File: config.mk
export PLATFORM = sky130hd
export DESIGN_NAME = uart_tx_arbiter
export DESIGN_NICKNAME = d
export VERILOG_FILES = /design/src/rtl/uart_tx_arbiter.sv
export SDC_FILE = /design/constraint.sdc
export NUM_CORES = 1
export LEC_CHECK = 0
export BUFFER_PORTS_ARGS = -buffer_cell sky130_fd_sc_hd__buf_2
export CORE_UTILIZATION = 52
export CTS_BUF_LIST = sky130_fd_sc_hd__clkbuf_8
export CTS_CLUSTER_SIZE = 10
export DETAILED_ROUTE_END_ITERATION = 16
export GPL_TIMING_DRIVEN = 0
export PLACE_DENSITY = 0.87
export SLEW_MARGIN = 20
export SYNTH_ARGS = -nofsm -noshare
export SYNTH_HDL_FRONTEND = slang
export SYNTH_SLANG_ARGS = --single-unit
File: constraint.sdc
create_clock -name clk -period 3 [get_ports clk]
set_clock_uncertainty 0.05 [all_clocks]
set_input_delay 0.75 -clock clk [delete_from_list [all_inputs] [get_ports clk]]
set_output_delay 0.75 -clock clk [all_outputs]
set_load 0.05 [all_outputs]
File: src/rtl/uart_tx_arbiter.sv
// uart_tx_arbiter: packet-atomic round-robin sharing of one UART TX byte stream, with a stall watchdog.
// Optional feature macro UART_TX_ARB_PRIO0_EN: requester 0 gets strict priority at every arbitration.
module uart_tx_arbiter #(
    parameter int unsigned N_REQ          = 4,
    parameter int unsigned DATA_W         = 8,
    parameter int unsigned TIMEOUT_CYCLES = 5000
) (
    input  logic                    clk,
    input  logic                    reset_n,
    input  logic [N_REQ-1:0]        req_valid,
    input  logic [N_REQ*DATA_W-1:0] req_data,
    input  logic [N_REQ-1:0]        req_last,
    output logic [N_REQ-1:0]        req_ready,
    output logic                    tx_valid,
    output logic [DATA_W-1:0]       tx_data,
    input  logic                    tx_ready,
    output logic [N_REQ-1:0]        grant,
    output logic                    busy,
    output logic                    timeout_pulse
);

    localparam int unsigned IDX_W = $clog2(N_REQ);
    localparam int unsigned CNT_W = $clog2(TIMEOUT_CYCLES + 1);

    localparam logic [IDX_W-1:0] LAST_IDX = IDX_W'(N_REQ - 1);
    localparam logic [CNT_W-1:0] CNT_SAT  = CNT_W'(TIMEOUT_CYCLES);
    localparam logic [CNT_W-1:0] CNT_TRIP = CNT_W'(TIMEOUT_CYCLES - 1);

`ifdef UART_TX_ARB_PRIO0_EN
    localparam bit PRIO0 = 1'b1;
`else
    localparam bit PRIO0 = 1'b0;
`endif

    typedef enum logic {
        S_IDLE,
        S_GRANT
    } state_t;

    state_t            state;
    state_t            state_next;
    logic [IDX_W-1:0]  owner;
    logic [IDX_W-1:0]  owner_next;
    logic [IDX_W-1:0]  last_grant;
    logic [IDX_W-1:0]  last_grant_next;
    logic [N_REQ-1:0]  grant_next;
    logic [CNT_W-1:0]  wd_cnt;
    logic [CNT_W-1:0]  wd_cnt_next;
    logic              timeout_next;
    logic              tx_valid_next;
    logic [DATA_W-1:0] tx_data_next;

    logic              owner_valid;
    logic              owner_last;
    logic              owner_ready;
    logic [DATA_W-1:0] owner_data;
    logic              accept;

    logic              win_found;
    logic [IDX_W-1:0]  win_idx;

    // Scan starts just after the previous owner, so it naturally gets lowest priority.
    always_comb begin : arb_scan
        int unsigned cand;
        win_found = 1'b0;
        win_idx   = '0;
        cand      = 0;
        for (int unsigned i = 1; i <= N_REQ; i++) begin
            cand = 32'(last_grant) + i;
            if (cand >= N_REQ) begin
                cand = cand - N_REQ;
            end
            if (!win_found && req_valid[IDX_W'(cand)] && !(PRIO0 && (cand == 0))) begin
                win_found = 1'b1;
                win_idx   = IDX_W'(cand);
            end
        end
        if (PRIO0 && req_valid[0]) begin
            win_found = 1'b1;
            win_idx   = '0;
        end
    end

    always_comb begin
        owner_valid = req_valid[owner];
        owner_last  = req_last[owner];
        owner_data  = req_data[owner*DATA_W +: DATA_W];
        owner_ready = (state == S_GRANT) && (!tx_valid || tx_ready);
        accept      = owner_valid && owner_ready;
        req_ready   = '0;
        if (owner_ready) begin
            req_ready[owner] = 1'b1;
        end
    end

    always_comb begin
        state_next      = state;
        owner_next      = owner;
        last_grant_next = last_grant;
        grant_next      = grant;
        wd_cnt_next     = wd_cnt;
        timeout_next    = 1'b0;
        case (state)
            S_IDLE: begin
                wd_cnt_next = '0;
                if (win_found) begin
                    state_next          = S_GRANT;
                    owner_next          = win_idx;
                    grant_next          = '0;
                    grant_next[win_idx] = 1'b1;
                end
            end
            S_GRANT: begin
                if (accept) begin
                    wd_cnt_next = '0;
                    if (owner_last) begin
                        state_next      = S_IDLE;
                        last_grant_next = owner;
                        grant_next      = '0;
                    end
                end else if (!owner_valid) begin
                    // Only an absent source ages the watchdog; a blocked byte holds it.
                    if (wd_cnt >= CNT_TRIP) begin
                        state_next      = S_IDLE;
                        last_grant_next = owner;
                        grant_next      = '0;
                        timeout_next    = 1'b1;
                        wd_cnt_next     = CNT_SAT;
                    end else begin
                        wd_cnt_next = wd_cnt + 1'b1;
                    end
                end
            end
            default: begin
                state_next = S_IDLE;
                grant_next = '0;
            end
        endcase
    end

    always_comb begin
        tx_valid_next = tx_valid;
        tx_data_next  = tx_data;
        if (accept) begin
            tx_valid_next = 1'b1;
            tx_data_next  = owner_data;
        end else if (tx_ready) begin
            tx_valid_next = 1'b0;
        end
    end

    always_ff @(posedge clk or negedge reset_n) begin
        if (!reset_n) begin
            state         <= S_IDLE;
            owner         <= '0;
            last_grant    <= LAST_IDX;
            grant         <= '0;
            wd_cnt        <= '0;
            timeout_pulse <= 1'b0;
            tx_valid      <= 1'b0;
            tx_data       <= '0;
        end else begin
            state         <= state_next;
            owner         <= owner_next;
            last_grant    <= last_grant_next;
            grant         <= grant_next;
            wd_cnt        <= wd_cnt_next;
            timeout_pulse <= timeout_next;
            tx_valid      <= tx_valid_next;
            tx_data       <= tx_data_next;
        end
    end

    assign busy = (state == S_GRANT) || tx_valid;

endmodule

# ---- Yosys cells after proc, flatten, opt, wreduce, memory -nomap -nowiden
# Cells that the tools add are included.
# W data, S select, Z words.
dict set report classes {
  eq_ne 6
  n_addsub 9
  n_mux 55
  shifts 1
  n_reduce_logical 18
  order_cmp 13
  n_bitwise 1
}
# cell count
set op_table {}
lappend op_table {{$mux W13} 3}
lappend op_table {{$shiftx A32 B6 Y8} 1}
lappend op_table {{$pmux W13 S2} 1}
lappend op_table {{$mux W2} 12}
lappend op_table {{$mux W4} 6}
lappend op_table {{$mux W1} 23}
lappend op_table {{$lt A2 B3 Y1 const B} 6}
lappend op_table {{$add A13 B1 Y13 const B} 1}
lappend op_table {{$ge A13 B13 Y1 const B} 1}
lappend op_table {{$bmux W1 S2} 6}
lappend op_table {{$ge A3 B3 Y1 const B} 3}
lappend op_table {{$pmux W4 S2} 1}
lappend op_table {{$reduce_and A4 Y1} 2}
lappend op_table {{$sub A2 B1 Y2 const B} 4}
lappend op_table {{$logic_and A1 B1 Y1} 7}
lappend op_table {{$add A2 B2 Y3 const B} 2}
lappend op_table {{$add A2 B3 Y4 const B} 1}
lappend op_table {{$demux W1 S2} 2}
lappend op_table {{$ge A2 B1 Y1 const B} 2}
lappend op_table {{$ge A4 B3 Y1 const B} 1}
lappend op_table {{$logic_not A1 Y1} 4}
lappend op_table {{$ne A2 B2 Y1 const B} 2}
lappend op_table {{$reduce_bool A2 Y1} 2}
lappend op_table {{$add A2 B1 Y3 const B} 1}
lappend op_table {{8 further kinds} 9}
dict set report totals {
  inputBits 43
  register_bits 32
}

# ---- Logic depth before layout (Yosys ltp)
# Gate-level depths: netlist (run 1).
dict set report logic_depth {
  word_depth 21
  depth_mapped 7
}

# ---- Worst setup path after synthesis (run 1)
# Ideal clock, no wire load.
dict set report synth_path {
  path_type {input port to output port}
  startpoint {in tx_ready}
  endpoint {out req_ready[1]}
  path_buffers 1
  path_stages 4
  arrival_ps 1927
  slack_ps 273
  path_cell_list {nand2b_1 clkbuf_1 nand3_1 nor2_1}
}
dict set report synth_via {
  elab_chain_len 3
}
# item line_no
set synth_rtl {}
lappend synth_rtl {{from (decl)} 16} ;# input logic tx_ready,
lappend synth_rtl {{$logic_or A1 B1 Y1} 88} ;# owner_ready = (state == S_GRANT) && (!tx_valid || tx_ready);
lappend synth_rtl {{$logic_and A1 B1 Y1} 88}
lappend synth_rtl {{$mux W4} 91} ;# if (owner_ready) begin
lappend synth_rtl {{to (decl)} 13} ;# output logic [N_REQ-1:0] req_ready,
# Every way passes these cells.

# ---- Final worst setup path (run 1)
dict set report layout_path {
  startpoint {reg owner[0]}
  endpoint {out req_ready[1]}
}
dict set report layout_via {
  elab_chain_len 5
}
# item line_no
set layout_rtl {}
lappend layout_rtl {{from (decl)} 42} ;# logic [IDX_W-1:0] owner;
lappend layout_rtl {{from (signal assigned)} 164} ;# owner <= owner_next;
lappend layout_rtl {{$lt A2 B3 Y1 (not written as such) / $ge A2 B1 Y1 (equally long branches)} 92} ;# req_ready[owner] = 1'b1;
lappend layout_rtl {{$logic_and A1 B1 Y1 (not written as such)} 92}
lappend layout_rtl {{$mux W1 (not written as such)} 92}
lappend layout_rtl {{$demux W1 S2 *} 92}
lappend layout_rtl {{$mux W4 *} 91}
# Mark *: on every way between the ends. The rest lies on a longest branch, timed or not.

==> results.md, run 1 <==
- Worst-Margin Slew: 682.4 ps
- Setup repair after global routing missed its margin: no
- Top flip-flop cell by instance count after synthesis: sky130_fd_sc_hd__dfrtp_1
- Setup TNS after final layout: 0 ps
- Post-layout total power: 0.002459 W
- Total number of vias: 1654
- Yosys warning total: 0
- Worst Path Class, Setup: flop to output pin
- Share of total power in combinational logic: 56.6%
- Number of violations reported at the end of detailed-routing iteration 0: 84
- Internal power summed over all cells: 0.001340 W
- XOR/XNOR share of the synthesized area: 0.4651%
- H-tree depth reported by CTS: 2
- Hold_buf cts: 0
- Worst hold slack across all endpoints: 436.7 ps
- Cts bufs inserted: 5
- Fraction of layout cells with a size suffix above 1: 44.26%
- Status: complete, no violations
- IO Port Bufs: 61
- Number of enable-type register cells in the synthesized netlist: 0
- Main combinational cell family by area after synthesis: multiplexers
- Antenna viol nets, final: 0
- Adder-cell share of the synthesized area: 0.6645%
- Max-cap violations: 0
- Num rows: 21
- Number of antenna violations at the first check in global routing: 0
- Type of the tightest min-delay check: flop to flop
- Leak pwr: 1.130 nW
- Signal arrival time at the worst endpoint: 1920 ps
- Area delta synth->final: 24.98%
- Number of gates resized after cts: 0
- Number of instances in the synthesized netlist: 166
- Maximum number of pins on one net before global-route repair: 33
- Area of the placeable core: 0.003390 mm²
- Mean area per synthesized cell: 11.34 µm²
- Post-synth ARST share: 100.0%
- Estimated wirelength of the detail-placed design: 3099 µm
- Max-slew violation count: 0
- Clock tree from TritonCTS: built
- Part of the power in the clock network: 16.2%
- Routed vias/inst: 5.886
- Drt total wl: 4251 µm
- Final routed wire length divided by cell count: 15.13 µm
- Synthesized Nets: 210
- Tmin final: 2725 ps
- Post-CTS setup buffer count: 0
- Register bit total from synthesis: 32
- Final net count: 278
- Required time of the worst setup path: 2200 ps
- Category of the worst setup path launch point: flop
- Total standard cell area after synthesis: 0.001883 mm²
- Clock input transition at the sequential cells of the worst setup and hold paths: 60 ps
- Die Width: 62.18 µm
- DRC violations left: 0
- Max frequency: 367.0 MHz
- Relative slew slack: 54.51%
- Final count of hold timing violations: 0
- Final Core Density: 69.44%
- PwrDens: 1045 mW/mm²
- Via count of the first global-routing pass: 1605
- Ports: 62
- Worst ir drop on vdd: 0.7313 mV
- Portion of the post-synthesis area used by sequential elements: 42.66%
- Placer Congestion: 0.8160
- Unique masters post-synth: 45
- Simple-Gate Fraction of Synth Area: 15.68%
- Synth Area in Compound Gates: 18.14%
- Die ar.: 0.003866 mm²
- Clk Tree Root Cell: sky130_fd_sc_hd__clkbuf_8
- Height of the die: 62.18 µm
- Post-place instance area: 0.002246 mm²
- Latest clock arrival within the worst-skew pair: 280 ps
- Power share of the sequential group: 27.2%
- Antenna cell count: 0
- Category of the worst setup path capture point: output pin
- Grt total ovfl: 0
- Total Routing Usage GR: 23.86%
- Clock sink count: 32
- Multiplexer area fraction after synthesis: 19.34%
- Net load switching power: 0.001119 W
- Number of inserted filler cells in the final layout: 244
- Total of endpoints with negative setup slack in the final report: 0
- CTS max path bufs: 2
- Initial standard-cell utilization of the core: 55.56%
- First-pass GRT wire length: 7203 µm
- Final clock period utilization by the worst path: 90.83%
- Final Instance Area: 0.002354 mm²
- Highest fanout seen on the critical path: 10
- Net Sw Frac: 45.50%
- Drt first pass iters: 4
flip-flops by register name (all words and copies together) (netlist names):
signal / count
owner: 2
tx_data: 8
grant: 4
tx_valid: 1
timeout_pulse: 1
state: 1
last_grant: 2
wd_cnt: 13
cells by family (layout without fill, tap and decap cells):
kind of cell	after synthesis	count (layout)
compound gates	45	45
fa+ha+maj	1	1
buf+inv	11	80
mux	22	22
simple gates	54	54
xor+xnor	1	1
flops	32	32
Yosys cell counts (2+ instances only):
cell	n	area share, %
sky130_fd_sc_hd__nand2b_1	6	2.0
sky130_fd_sc_hd__mux4_2	10	12
sky130_fd_sc_hd__dfstp_2	2	2.8
sky130_fd_sc_hd__or2_2	2	0.66
sky130_fd_sc_hd__nand2_1	11	2.2
sky130_fd_sc_hd__o221ai_1	3	1.4
sky130_fd_sc_hd__mux2_2	11	6.6
sky130_fd_sc_hd__o21ai_0	8	2.1
sky130_fd_sc_hd__a21oi_1	4	1.1
sky130_fd_sc_hd__inv_1	4	0.80
sky130_fd_sc_hd__and3_1	2	0.66
sky130_fd_sc_hd__o31ai_1	2	0.80
sky130_fd_sc_hd__buf_6	2	1.2
sky130_fd_sc_hd__nand3_1	10	2.7
sky130_fd_sc_hd__dfrtp_1	30	40
sky130_fd_sc_hd__a31oi_1	6	2.0
sky130_fd_sc_hd__and2_1	2	0.66
sky130_fd_sc_hd__a21o_1	3	1.2
sky130_fd_sc_hd__nor2_1	10	2.0
sky130_fd_sc_hd__clkbuf_1	3	0.60
sky130_fd_sc_hd__nor3_1	3	0.80
sky130_fd_sc_hd__nand4_1	2	0.66
sky130_fd_sc_hd__a22o_1	8	3.7
power groups by stage:
stage               registers (W)  clock network, W  logic, W
global route             0.000685          0.000425   0.00149
floorplan                0.000955                 0  0.000811
detailed placement       0.000673                 0   0.00139
finish                   0.000668          0.000399   0.00139
global placement         0.000665                 0   0.00137
CTS                      0.000667          0.000407   0.00140
routing by layer:
layer  up-vias  GRT usage [%]  routed length, µm
li1        780              -                  -
met1       801          30.17               1794
met2        71          38.19               2143
met3         2          7.537                293
met4         0          9.302                 20
met5         -              0                  0
critical path: stages (launching register included):
cell and delay (ps):
sky130_fd_sc_hd__dfrtp_1 340, sky130_fd_sc_hd__buf_6 130, sky130_fd_sc_hd__clkbuf_1 530, sky130_fd_sc_hd__nand3_1 220, sky130_fd_sc_hd__nor2_1 140, sky130_fd_sc_hd__buf_2 280
cell type report:
type | instances | area, µm² | area share, %
Multi-Input combinational cell | 123 | 1022 | 43.43
Sequential cell | 32 | 803.3 | 34.13
Timing Repair Buffer | 61 | 305.3 | 12.97
Clock buffer | 5 | 68.82 | 2.924
Tap cell | 46 | 57.56 | 2.446
Buffer | 7 | 42.54 | 1.808
Clock inverter | 3 | 38.79 | 1.648
Inverter | 4 | 15.01 | 0.6380
path summary, 6_finish.rpt:
path | startpoint | to | slack (ps) | cells after the start
max in group asynchronous | reset_n | owner[1]$_DFFE_PN0P_ | 2010 | 1
min in group asynchronous | reset_n | tx_data[7]$_DFFE_PN0P_ | 450 | 1
min | grant[2]$_DFFE_PN0P_ | grant[2]$_DFFE_PN0P_ | 440 | 1
max | owner[0]$_DFFE_PN0P_ | req_ready[1] | 280 | 5
max reg2reg | wd_cnt[6]$_DFFE_PN0P_ | grant[0]$_DFFE_PN0P_ | 600 | 5
min reg2reg | grant[2]$_DFFE_PN0P_ | grant[2]$_DFFE_PN0P_ | 440 | 1
through the flow:
stage,cells,worst slack [ps]
finish,281,275.2
CTS,281,257.3
global route,281,138.2
global placement,273,404.7
floorplan,166,273.1
detailed placement,273,331.1
cell usage in the layout, fill, tap and decap left out, types with 5 or more instances in the layout:
cell	netlist	routed
sky130_fd_sc_hd__o21ai_0	8	8
sky130_fd_sc_hd__buf_2	1	62
sky130_fd_sc_hd__nand2b_1	6	6
sky130_fd_sc_hd__dfrtp_1	30	30
sky130_fd_sc_hd__nand3_1	10	10
sky130_fd_sc_hd__a22o_1	8	8
sky130_fd_sc_hd__nor2_1	10	10
sky130_fd_sc_hd__inv_1	4	5
sky130_fd_sc_hd__clkbuf_8	0	5
sky130_fd_sc_hd__mux2_2	11	11
sky130_fd_sc_hd__nand2_1	11	11
sky130_fd_sc_hd__mux4_2	10	10
sky130_fd_sc_hd__a31oi_1	6	6
Power figures use the tool's default switching activity.
==> inputs of run 2 (changes only) <==
--- a/config.mk
+++ b/config.mk
@@ -6,12 +6,14 @@
 export NUM_CORES = 1
 export LEC_CHECK = 0
 export BUFFER_PORTS_ARGS = -buffer_cell sky130_fd_sc_hd__buf_2
+export CORE_MARGIN = 1.5
 export CORE_UTILIZATION = 52
 export CTS_BUF_LIST = sky130_fd_sc_hd__clkbuf_8
 export CTS_CLUSTER_SIZE = 10
 export DETAILED_ROUTE_END_ITERATION = 16
 export GPL_TIMING_DRIVEN = 0
-export PLACE_DENSITY = 0.87
+export PLACE_DENSITY_LB_ADDON = 0.12
+export SKIP_LAST_GASP = 1
 export SLEW_MARGIN = 20
 export SYNTH_ARGS = -nofsm -noshare
 export SYNTH_HDL_FRONTEND = slang
==> run 2 against run 1 <==
Combinational power hardly changed; wire length grew 6.7%; critical path depth is 1 higher; power about the same; setup slack improved by 78 ps; count of clock-buffer cells in the layout unchanged; sequential power about the same; clock power about the same; highest routed layer unchanged.
==> results.md, run 2 (same netlist as run 1, synthesis figures left out) <==
- Ports: 62
- Leading cell type in the layout, fill and taps excluded: sky130_fd_sc_hd__buf_2
- Num rows: 21
- Routed vias/inst: 6.082
- Initial standard-cell utilization of the core: 55.13%
- Setup TNS after final layout: 0 ps
- Number of violations reported at the end of detailed-routing iteration 0: 150
- Clock input transition at the sequential cells of the worst setup and hold paths: 70 ps
- Final count of hold timing violations: 0
- Final net count: 278
- DRC violations left: 0
- Die ar.: 0.003991 mm²
- CTS max path bufs: 2
- Register containing the most flip-flops in the final layout: wd_cnt
- Fraction of layout cells with a size suffix above 1: 44.26%
- Tmin final: 2647 ps
- Relative slew slack: 52.48%
- Final routed wire length divided by cell count: 16.15 µm
- Placer Congestion: 0.8195
- Category of the worst setup path launch point: primary input
- Drt total wl: 4537 µm
- Number of antenna violations at the first check in global routing: 0
- Area of the placeable core: 0.003416 mm²
- Grt total ovfl: 0
- IO Port Bufs: 61
- Cts bufs inserted: 5
- H-tree depth reported by CTS: 2
- Category of the worst setup path capture point: output pin
- Worst Hold Depth: 1
- Clock sink count: 32
- Post-CTS setup buffer count: 0
- Worst Path Class, Setup: primary input to output pin
- Max-slew violation count: 0
- Required time of the worst setup path: 2200 ps
- Number of gates resized after cts: 0
- Clock tree from TritonCTS: built
- Registers with the highest flip-flop counts: wd_cnt: 13 flops, tx_data: 8 flops, grant: 4 flops
- Max frequency: 377.8 MHz
- Final Core Density: 68.90%
- Count of cells along the worst register-to-register path: 5
- Die Width: 63.18 µm
- Cell-by-cell listing of the critical path: buf_2, nand2b_1, clkbuf_1, nand3_1, nor2_1, buf_2
- PwrDens: 1045 mW/mm²
- Leak pwr: 1.130 nW
- Total of endpoints with negative setup slack in the final report: 0
- Antenna viol nets, final: 0
- Worst-Margin Slew: 712.8 ps
- Status: complete, no violations
- Clk Tree Root Cell: sky130_fd_sc_hd__clkbuf_8
- Total Routing Usage GR: 24.36%
- Latest clock arrival within the worst-skew pair: 280 ps
- Antenna cell count: 0
- Total number of vias: 1709
- Delay of the slowest critical-path stage: 360 ps
- Commonest cells after routing, fill and taps aside: sky130_fd_sc_hd__buf_2 (62), sky130_fd_sc_hd__dfrtp_1 (30), sky130_fd_sc_hd__nand2_1 (11), sky130_fd_sc_hd__mux2_2 (11)
- Type of the tightest min-delay check: flop to flop
- Maximum number of pins on one net before global-route repair: 33
- Max-cap violations: 0
- Via count of the first global-routing pass: 1627
- Worst hold slack across all endpoints: 439.9 ps
- Flip-flop count of the largest register after layout: 13
- Height of the die: 63.18 µm
- Setup repair after global routing missed its margin: no
- Drt first pass iters: 4
- First-pass GRT wire length: 7569 µm
- Area delta synth->final: 24.98%
- Worst ir drop on vdd: 0.6152 mV
- Highest fanout seen on the critical path: 9
- Hold_buf cts: 0
- Signal arrival time at the worst endpoint: 1850 ps
- Estimated wirelength of the detail-placed design: 3459 µm
- Slowest CP cell: sky130_fd_sc_hd__clkbuf_1
- Final clock period utilization by the worst path: 88.24%
- Cell repeated most along the worst path: sky130_fd_sc_hd__buf_2
==> run 2: cell counts in the layout (fill, tap and decap cells not counted) <==
Identical to the previous run, type by type.
==> run 2: final timing paths <==
check	from	slack (ps)	to
setup / recovery	tx_ready	350	req_ready[1]
hold / removal	grant[2]$_DFFE_PN0P_	440	grant[2]$_DFFE_PN0P_
setup reg to reg	wd_cnt[6]$_DFFE_PN0P_	560	grant[0]$_DFFE_PN0P_
hold reg to reg	grant[2]$_DFFE_PN0P_	440	grant[2]$_DFFE_PN0P_
max in group asynchronous	reset_n	1970	state$_DFF_PN0_
min in group asynchronous	reset_n	470	wd_cnt[7]$_DFFE_PN0P_
==> run 2: per-layer routing <==
metal  vias up  share of wire, %  global-route usage, %
met5         -                 0                      0
met4         0               2.3                  9.783
met3        16               4.5                  4.107
met2        62                52                  42.29
met1       853                41                  30.26
li1        778                 -                      -
==> run 2: worst max-delay path, delay by kind of cell <==
family | cells | cell delay, ps
buf+inv | 3 | 720
simple gates | 3 | 380
==> run 2: per-stage QoR <==
stage                     power (W)  worst slack, ps  cells  area [µm²]
final                      0.002460            352.9    281        2354
after global routing       0.002613            193.7    281        2354
after CTS                  0.002480            328.0    281        2354
after detailed placement   0.002075            375.1    273        2246
after global placement     0.002025            423.3    273        2246
after floorplan            0.001766            273.1    166        1883
==> run 2: cell type report <==
cell class	instances	area (µm²)
fillers	286	1062
multi-input cells	123	1022
flip-flops and latches	32	803.3
repair buffers	61	305.3
clock buffers	5	68.82
well taps	46	57.56
plain buffers	7	42.54
clock inverters	3	38.79
inverters	4	15.01
==> run 2: where the power goes <==
part	internal (W)	switching, W	total, W
clock	0.000243	0.000158	0.000401
sequential	0.000576	0.0000941	0.000670
combinational	0.000522	0.000867	0.00139
==> inputs of run 3 (changes only) <==
--- a/config.mk
+++ b/config.mk
@@ -8,11 +8,11 @@
 export BUFFER_PORTS_ARGS = -buffer_cell sky130_fd_sc_hd__buf_2
 export CORE_MARGIN = 1.5
 export CORE_UTILIZATION = 52
-export CTS_BUF_LIST = sky130_fd_sc_hd__clkbuf_8
+export CTS_BUF_LIST = sky130_fd_sc_hd__clkbuf_2 sky130_fd_sc_hd__clkbuf_4 sky130_fd_sc_hd__clkbuf_8
 export CTS_CLUSTER_SIZE = 10
 export DETAILED_ROUTE_END_ITERATION = 16
 export GPL_TIMING_DRIVEN = 0
-export PLACE_DENSITY_LB_ADDON = 0.12
+export PLACE_DENSITY = 0.85
 export SKIP_LAST_GASP = 1
 export SLEW_MARGIN = 20
 export SYNTH_ARGS = -nofsm -noshare
==> run 3 against run 2 <==
Register-to-register slack improved by 20 ps; non-clock buffer count did not move; final area fell by 2.4%; global-route usage fell by 0.58 points; clock power fell by 42%; final cell count fell by 0.36%; first-iteration DRC count fell by 39%; wire length fell by 4.9%; critical path type is now flop to output pin; die area did not move; via count fell by 2.7%; sequential power barely moved.
==> results.md, run 3 (same netlist as run 1, synthesis figures left out) <==
- Height of the die: 63.18 µm
- Worst ir drop on vdd: 0.7264 mV
- Delay of the slowest critical-path stage: 490 ps
- Worst-Margin Slew: 707.3 ps
- Area delta synth->final: 21.93%
- Post-layout total power: 0.002285 W
- Worst Path Class, Setup: flop to output pin
- Final Instance Area: 0.002296 mm²
- Antenna cell count: 0
- Highest fanout seen on the critical path: 10
- Leak pwr: 1.102 nW
- Total Routing Usage GR: 23.79%
- Antenna viol nets, final: 0
- Register containing the most flip-flops in the final layout: wd_cnt
- Fraction of layout cells with a size suffix above 1: 44.44%
- Flip-flop count of the largest register after layout: 13
- Number of violations reported at the end of detailed-routing iteration 0: 91
- Max frequency: 366.9 MHz
- DRC violations left: 0
- Grt total ovfl: 0
- Drt total wl: 4313 µm
- PwrDens: 995.2 mW/mm²
- Status: complete, no violations
- Ports: 62
- Final Core Density: 67.22%
- Maximum number of pins on one net before global-route repair: 33
- Cell-by-cell listing of the critical path: buf_6, clkbuf_1, nand3_1, nor2_1, buf_2
- Drt first pass iters: 4
- Post-CTS setup buffer count: 0
- H-tree depth reported by CTS: 2
- Number of antenna violations at the first check in global routing: 0
- Required time of the worst setup path: 2200 ps
- Final count of hold timing violations: 0
- Die ar.: 0.003991 mm²
- Area of the placeable core: 0.003416 mm²
- Type of the tightest min-delay check: primary input to asynchronous set/reset pin
- First-pass GRT wire length: 7479 µm
- Via count of the first global-routing pass: 1727
- Hold_buf cts: 0
- Final clock period utilization by the worst path: 90.85%
- Die Width: 63.18 µm
- Leading cell type in the layout, fill and taps excluded: sky130_fd_sc_hd__buf_2
- Tmin final: 2725 ps
- Clock sink count: 32
- Category of the worst setup path launch point: flop
- Initial standard-cell utilization of the core: 55.13%
- Clk Tree Root Cell: sky130_fd_sc_hd__clkbuf_4
- Max-cap violations: 0
- Post-place instance area: 0.002246 mm²
- Setup repair after global routing missed its margin: no
- Placer Congestion: 0.8525
- Signal arrival time at the worst endpoint: 1930 ps
- IO Port Bufs: 61
- Routed vias/inst: 5.939
- Relative slew slack: 52.85%
- Clock input transition at the sequential cells of the worst setup and hold paths: 90 ps
- Total of endpoints with negative setup slack in the final report: 0
- Latest clock arrival within the worst-skew pair: 340 ps
- Commonest cells after routing, fill and taps aside: sky130_fd_sc_hd__buf_2 (62), sky130_fd_sc_hd__dfrtp_1 (30), sky130_fd_sc_hd__nand2_1 (11), sky130_fd_sc_hd__mux2_2 (11)
- Num rows: 21
- Max-slew violation count: 0
- Estimated wirelength of the detail-placed design: 3186 µm
- Setup TNS after final layout: 0 ps
- Placed Cells incl. Taps: 273
- Clock tree from TritonCTS: built
- Number of gates resized after cts: 0
- Final routed wire length divided by cell count: 15.40 µm
- Final cell count without fillers: 280
- Total number of vias: 1663
- CTS max path bufs: 2
- Registers with the highest flip-flop counts: wd_cnt: 13 flops, tx_data: 8 flops, grant: 4 flops
- Slowest CP cell: sky130_fd_sc_hd__clkbuf_1
- Final net count: 278
- Category of the worst setup path capture point: output pin
- Cts bufs inserted: 5
[run 3: cell count changes in the layout (fill, tap and decap cells not counted)]
cell	previous run	this run
sky130_fd_sc_hd__clkbuf_8	5	0
sky130_fd_sc_hd__inv_1	5	4
sky130_fd_sc_hd__clkbuf_4	0	6
sky130_fd_sc_hd__bufinv_16	1	0
[run 3: layout make-up]
cell class	count	area, µm²
multi-input combinational	123	1022
tap	46	57.56
inverter	4	15.01
sequential	32	803.3
clock buffer	6	45.04
timing repair buffer	61	305.3
clock inverter	1	5.005
buffer	7	42.54
fill	267	1120
[run 3: final timing paths]
path                       depth (start not counted)                     end              startpoint  slack [ps]
setup / recovery                                   5            req_ready[1]    owner[0]$_DFFE_PN0P_         270
hold / removal                                     1  tx_data[5]$_DFFE_PN0P_                 reset_n         400
setup reg to reg                                   5    grant[0]$_DFFE_PN0P_   wd_cnt[6]$_DFFE_PN0P_         580
hold reg to reg                                    1  tx_data[0]$_DFFE_PN0P_  tx_data[0]$_DFFE_PN0P_         460
max in group asynchronous                          1  tx_data[0]$_DFFE_PN0P_                 reset_n        2040
min in group clk                                   1  tx_data[0]$_DFFE_PN0P_  tx_data[0]$_DFFE_PN0P_         460
[run 3: per-layer routing]
layer / share of wire, % / track usage (%) / vias up / routed length (µm)
met5: 0 / 0 / - / 0
met3: 3.6 / 4.643 / 13 / 154
met1: 43 / 28.27 / 823 / 1865
met2: 51 / 41.62 / 46 / 2186
met4: 2.5 / 10.87 / 0 / 106
li1: - / - / 781 / -
[run 3: where the power goes]
group / switching (W) / leakage, nW / internal [W] / total [W]
registers: 0.0000914 / 0.407 / 0.000575 / 0.000667
logic: 0.000864 / 0.664 / 0.000521 / 0.00138
clock network: 0.000138 / 0.0315 / 0.0000951 / 0.000234
total: 0.00109 / 1.10 / 0.00119 / 0.00228
[run 3: worst max-delay path, delay by kind of cell, from the launching register on]
kind / cells / cell delay, ps
and+or+nand+nor: 2 / 330
DFF: 1 / 340
buffers and inverters: 3 / 910
[run 3: per-stage QoR]
step	worst slack (ps)	hold WS, ps
detailed placement	389.8	435.3
CTS	250.9	411.7
global placement	455.0	414.7
finish	274.6	395.2
floorplan	273.1	404.4
global route	89.52	455.2
